`src/rtl/led_pwm_pio.sv`:
```
// Avalon-MM LED peripheral: on/off data, set/clear, per-channel PWM duty and an optional blink engine.
// Blink engine, BLINK_MASK and BLINK_PERIOD exist only when LED_PWM_BLINK_EN is defined.
module led_pwm_pio #(
  parameter int NUM_LEDS = 8,
  parameter int PWM_BITS = 8,
  parameter int PRESCALE = 50
) (
  input  logic                clk_clk,
  input  logic                reset_reset,
  input  logic [5:0]          avs_address,
  input  logic                avs_write,
  input  logic [31:0]         avs_writedata,
  input  logic                avs_read,
  output logic [31:0]         avs_readdata,
  output logic [NUM_LEDS-1:0] leds_export
);

  localparam int PS_W = (PRESCALE > 1) ? $clog2(PRESCALE) : 1;
  localparam logic [PS_W-1:0] PS_LAST = PS_W'(PRESCALE - 1);

  logic [PS_W-1:0]     presc;
  logic                tick;
  logic [PWM_BITS-1:0] pwm_cnt;
  logic [NUM_LEDS-1:0] data;
  logic [PWM_BITS-1:0] duty [NUM_LEDS];
  logic [NUM_LEDS-1:0] blink_mask;
  logic                blink_phase;
  logic [31:0]         rd_mux;
  logic [NUM_LEDS-1:0] led_next;
  logic                unused;

  // Upper write-data bits are intentionally dropped; register widths are narrower than the bus.
  assign unused = ^avs_writedata;
  assign tick   = (presc == PS_LAST);

`ifdef LED_PWM_BLINK_EN
  logic [15:0] blink_period;
  logic [15:0] blink_cnt;
  logic        frame_end;

  assign frame_end = tick && (&pwm_cnt);

  always_ff @(posedge clk_clk) begin
    if (reset_reset) begin
      blink_mask   <= '0;
      blink_period <= '0;
      blink_cnt    <= '0;
      blink_phase  <= 1'b0;
    end else begin
      if (avs_write && avs_address == 6'd3)
        blink_mask <= avs_writedata[NUM_LEDS-1:0];
      // A period write restarts the blink cycle so software sees a clean first half-period.
      if (avs_write && avs_address == 6'd4) begin
        blink_period <= avs_writedata[15:0];
        blink_cnt    <= '0;
        blink_phase  <= 1'b0;
      end else if (blink_period == 16'd0) begin
        blink_cnt    <= '0;
        blink_phase  <= 1'b0;
      end else if (frame_end) begin
        if (blink_cnt == blink_period - 16'd1) begin
          blink_cnt   <= '0;
          blink_phase <= ~blink_phase;
        end else begin
          blink_cnt <= blink_cnt + 16'd1;
        end
      end
    end
  end
`else
  assign blink_mask  = '0;
  assign blink_phase = 1'b0;
`endif

  always_comb begin
    rd_mux = '0;
    case (avs_address)
      6'd0: rd_mux = 32'(data);
`ifdef LED_PWM_BLINK_EN
      6'd3: rd_mux = 32'(blink_mask);
      6'd4: rd_mux = 32'(blink_period);
`endif
      default: begin
        for (int i = 0; i < NUM_LEDS; i++)
          if (avs_address == 6'(32 + i)) rd_mux = 32'(duty[i]);
      end
    endcase
  end

  // All-ones duty means fully on, so the compare alone would lose one count per frame.
  always_comb begin
    led_next = '0;
    for (int i = 0; i < NUM_LEDS; i++)
      led_next[i] = data[i] && ((&duty[i]) || (pwm_cnt < duty[i]))
                    && !(blink_mask[i] && blink_phase);
  end

  always_ff @(posedge clk_clk) begin
    if (reset_reset) begin
      presc        <= '0;
      pwm_cnt      <= '0;
      data         <= '0;
      avs_readdata <= '0;
      leds_export  <= '0;
      for (int i = 0; i < NUM_LEDS; i++) duty[i] <= '1;
    end else begin
      presc <= tick ? '0 : presc + 1'b1;
      if (tick) pwm_cnt <= pwm_cnt + 1'b1;
      if (avs_read) avs_readdata <= rd_mux;
      if (avs_write) begin
        case (avs_address)
          6'd0:    data <= avs_writedata[NUM_LEDS-1:0];
          6'd1:    data <= data | avs_writedata[NUM_LEDS-1:0];
          6'd2:    data <= data & ~avs_writedata[NUM_LEDS-1:0];
          default: ;
        endcase
        for (int i = 0; i < NUM_LEDS; i++)
          if (avs_address == 6'(32 + i)) duty[i] <= avs_writedata[PWM_BITS-1:0];
      end
      leds_export <= led_next;
    end
  end

endmodule

```
`config.mk`:
```
export PLATFORM = sky130hd
export DESIGN_NAME = led_pwm_pio
export DESIGN_NICKNAME = d
export VERILOG_FILES = /design/src/rtl/led_pwm_pio.sv
export SDC_FILE = /design/constraint.sdc
export NUM_CORES = 1
export LEC_CHECK = 0
export BUFFER_PORTS_ARGS = -buffer_cell sky130_fd_sc_hd__buf_4
export CAP_MARGIN = 20
export CORE_MARGIN = 10
export CORE_UTILIZATION = 50
export CTS_BUF_LIST = sky130_fd_sc_hd__clkbuf_8
export CTS_CLUSTER_DIAMETER = 50
export DETAILED_ROUTE_END_ITERATION = 8
export PLACE_DENSITY = 0.71
export SLEW_MARGIN = 20
export SYNTH_ARGS = -nofsm -noshare
export SYNTH_HDL_FRONTEND = slang
export SYNTH_SLANG_ARGS = --single-unit
```
`constraint.sdc`:
```
create_clock -name clk_clk -period 2 [get_ports clk_clk]
set_input_delay 0.4 -clock clk_clk [delete_from_list [all_inputs] [get_ports clk_clk]]
set_output_delay 0.4 -clock clk_clk [all_outputs]
set_load 0.005 [all_outputs]
```
==> results.sh <==
export IMPL_wl_per_cell_um=20.8
export IMPL_yosysTopAreaCell="edfxtp_1"
export IMPL_tns_ns=0
export IMPL_n_antenna_cell=0
export IMPL_gp_congestion=0.873
export IMPL_grt_busiest_layer="met2"
export IMPL_use_met1_pct=25.7
export IMPL_critPathBufInv=0
export IMPL_clk_path_buf_depth=2
export IMPL_crit_path_max_incr_delay_ns=0.51
export IMPL_post_cts_resize_count=0
export IMPL_worst_skew_pair_late_latency_ns=0.39
export IMPL_tightest_slew_ns=0.579
export IMPL_yosysWarningCount=0
export IMPL_post_dp_hpwl_um=13100
export IMPL_root_buffer="clkbuf_8"
export IMPL_vdd_ir_drop_max_v=0.000308
export IMPL_fmax_mhz=541
export IMPL_crit_type="reg2reg"
export IMPL_finalHoldViolations=0
export IMPL_final_layout_size_suffix_gt1_share_pct=15.1
export IMPL_most_common_layout_cells="nand2_1, buf_4, inv_1"
export IMPL_syn_area_um2=6150
export IMPL_core_area_um2=12000
export IMPL_cp_arrival_ns=2.19
export IMPL_rows=40
export IMPL_setup_viol=0
export IMPL_async_reset_ff_share_pct=0
export IMPL_max_cap_viol_count=0
export IMPL_drtPass1Iterations=5
export IMPL_drtAntennaViolNets=0
export IMPL_cts_made_buffers=9
export IMPL_clk_pin_slew_ns=0.10
export IMPL_required_ns=2.34
export IMPL_use_met2_pct=33.5
export IMPL_nets=779
export IMPL_drc=0
export IMPL_ys_seq_area_share_pct=43.6
export IMPL_leakage_nw=2.97
export IMPL_crit_fanout=11
export IMPL_gr_usage_all_layers_pct=20.4
export IMPL_ys_ff_latch=102
export IMPL_path_cells="nand2b_1, a211oi_1, o21ai_0, a2111oi_0, o211a_1"
export IMPL_dr_first_iter_drc_count=479
export IMPL_cts_sinks=102
export IMPL_postCtsHoldBufs=0
export IMPL_drt_wl_total_um=17300
export IMPL_grt_overflow=0
export IMPL_antenna_found_initial=0
export IMPL_die_area_um2=17100
export IMPL_vias_per_cell=6.08
export IMPL_num_vias=5050
export IMPL_placed_area_um2=6680
export IMPL_synth_top_area_share_pct=31.2
export IMPL_fp_dieH_um=131
export IMPL_place_inst=814
export IMPL_total_power_mw=4.29
export IMPL_cp_start_kind="register"
export IMPL_ys_flop_type="edfxtp_1"
export IMPL_cp_top_family="compound AO/OA/AOI/OAI gates"
export IMPL_portBuffers=33
export IMPL_gr_usage_met3_pct=4.11
export IMPL_syn_avg_cell_area_um2=9.89
export IMPL_finalNonFillerCells=830
export IMPL_cts_tree="yes"
export IMPL_finish_instance_area_um2=6870
export IMPL_hold_class="in2reg"
export IMPL_skew_ns=0.0160
export IMPL_slowest_stage="dfxtp_1"
export IMPL_status="complete, no violations"
export IMPL_grt_pass1_vias=4931
export IMPL_synth_edf_count=64
export IMPL_drv_slew=0
export IMPL_rsz0062_at_grt="false"
export IMPL_grt_pass1_wl_um=26400
export IMPL_fin_crit_sh_pct=92.5
export IMPL_htree_levels=3
export IMPL_grt_max_degree=30
export IMPL_yosysUniqueCellTypes=49
export IMPL_initial_core_util_pct=51.2
export IMPL_area_growth_pct=11.7
export IMPL_post_cts_buffers=0
export IMPL_crit_path_end_kind="register"
export IMPL_maxSlewHeadroom_pct=61.4
export IMPL_hold_ws_ns=0.267
export IMPL_synthCells=622
export IMPL_pin_count=82
export IMPL_die_w_um=131
export IMPL_synth_area_leaders="edfxtp_1, dfxtp_1, ha_1"
export IMPL_finalCriticalPeriod_ns=1.85
export IMPL_pwr_density_cell_nw_per_um2=625
## metrics by stage
stage               util [%]  worst slack [ns]
CTS                     57.2             0.157
floorplan                  -            -0.113
global placement        55.6            0.0206
detailed placement      55.6           -0.0341
global route            57.2            0.0311
finish                  57.2             0.150
## worst register-to-register path, stage by stage, from the launching register on
cell and delay [ns]:
dfxtp_1 0.51, nand2b_1 0.25, a211oi_1 0.25, o21ai_0 0.13, a2111oi_0 0.48, o211a_1 0.19
## Yosys cell counts (2+ instances only)
library cell,count
nand2_1,68
inv_1,66
edfxtp_1,64
ha_1,59
nor2_1,45
dfxtp_1,38
o21ai_0,37
buf_4,24
a21oi_1,18
nand4_1,18
o21a_1,14
clkbuf_1,13
nor2b_1,13
a221oi_1,10
nand2b_1,10
mux2i_1,9
a22o_1,8
buf_2,8
mux4_2,8
nand3_1,8
o211ai_1,8
o22ai_1,8
o32ai_1,8
xor2_1,7
a2111oi_0,6
a211oi_1,6
o211a_1,6
or2_2,5
xnor2_1,4
a21o_1,3
a32o_1,2
buf_1,2
nor3_2,2
o2111ai_1,2
## report_power, final
group	switching, mW	internal, mW
Sequential	0.106	2.33
Combinational	0.285	0.213
Clock	0.772	0.583
Total	1.16	3.13
## cell families after synthesis
logic type | Yosys count | synth area share [%]
AO/OA/AOI/OAI | 137 | 15.4
buffers and inverters | 114 | 8.58
other | 1 | 0.0610
adder cells (fa/ha/maj) | 59 | 12.0
multiplexers | 18 | 4.58
flip-flops | 102 | 43.6
XOR/XNOR | 11 | 1.57
AND/OR/NAND/NOR | 180 | 14.2
## flip-flops by register name, summed over array words and instances (netlist names)
signal,count
leds_export,8
presc,6
avs_readdata,8
pwm_cnt,8
duty,64
data,8
## worst paths after layout
check                        start        endpoint  slack, ns  depth (start not counted)
setup / recovery        pwm_cnt[0]  leds_export[1]       0.15                          5
hold / removal    avs_writedata[3]         data[3]       0.27                          3
setup reg to reg        pwm_cnt[0]  leds_export[1]       0.15                          5
hold reg to reg           presc[0]        presc[0]       0.48                          1
## routing by layer
metal / vias up / wire (µm)
met5: - / 0
met4: 0 / 458
met3: 33 / 1740
met2: 278 / 8180
met1: 2431 / 6890
li1: 2308 / -
## layout make-up
cell class,count,area [µm²]
clock inverter,7,72.6
multi-input combinational,429,3030
tap,147,184
fill,1044,5140
inverter,67,251
timing repair buffer,69,531
clock buffer,9,124
sequential,102,2680
No activity file was read; power rests on OpenSTA's default activity.
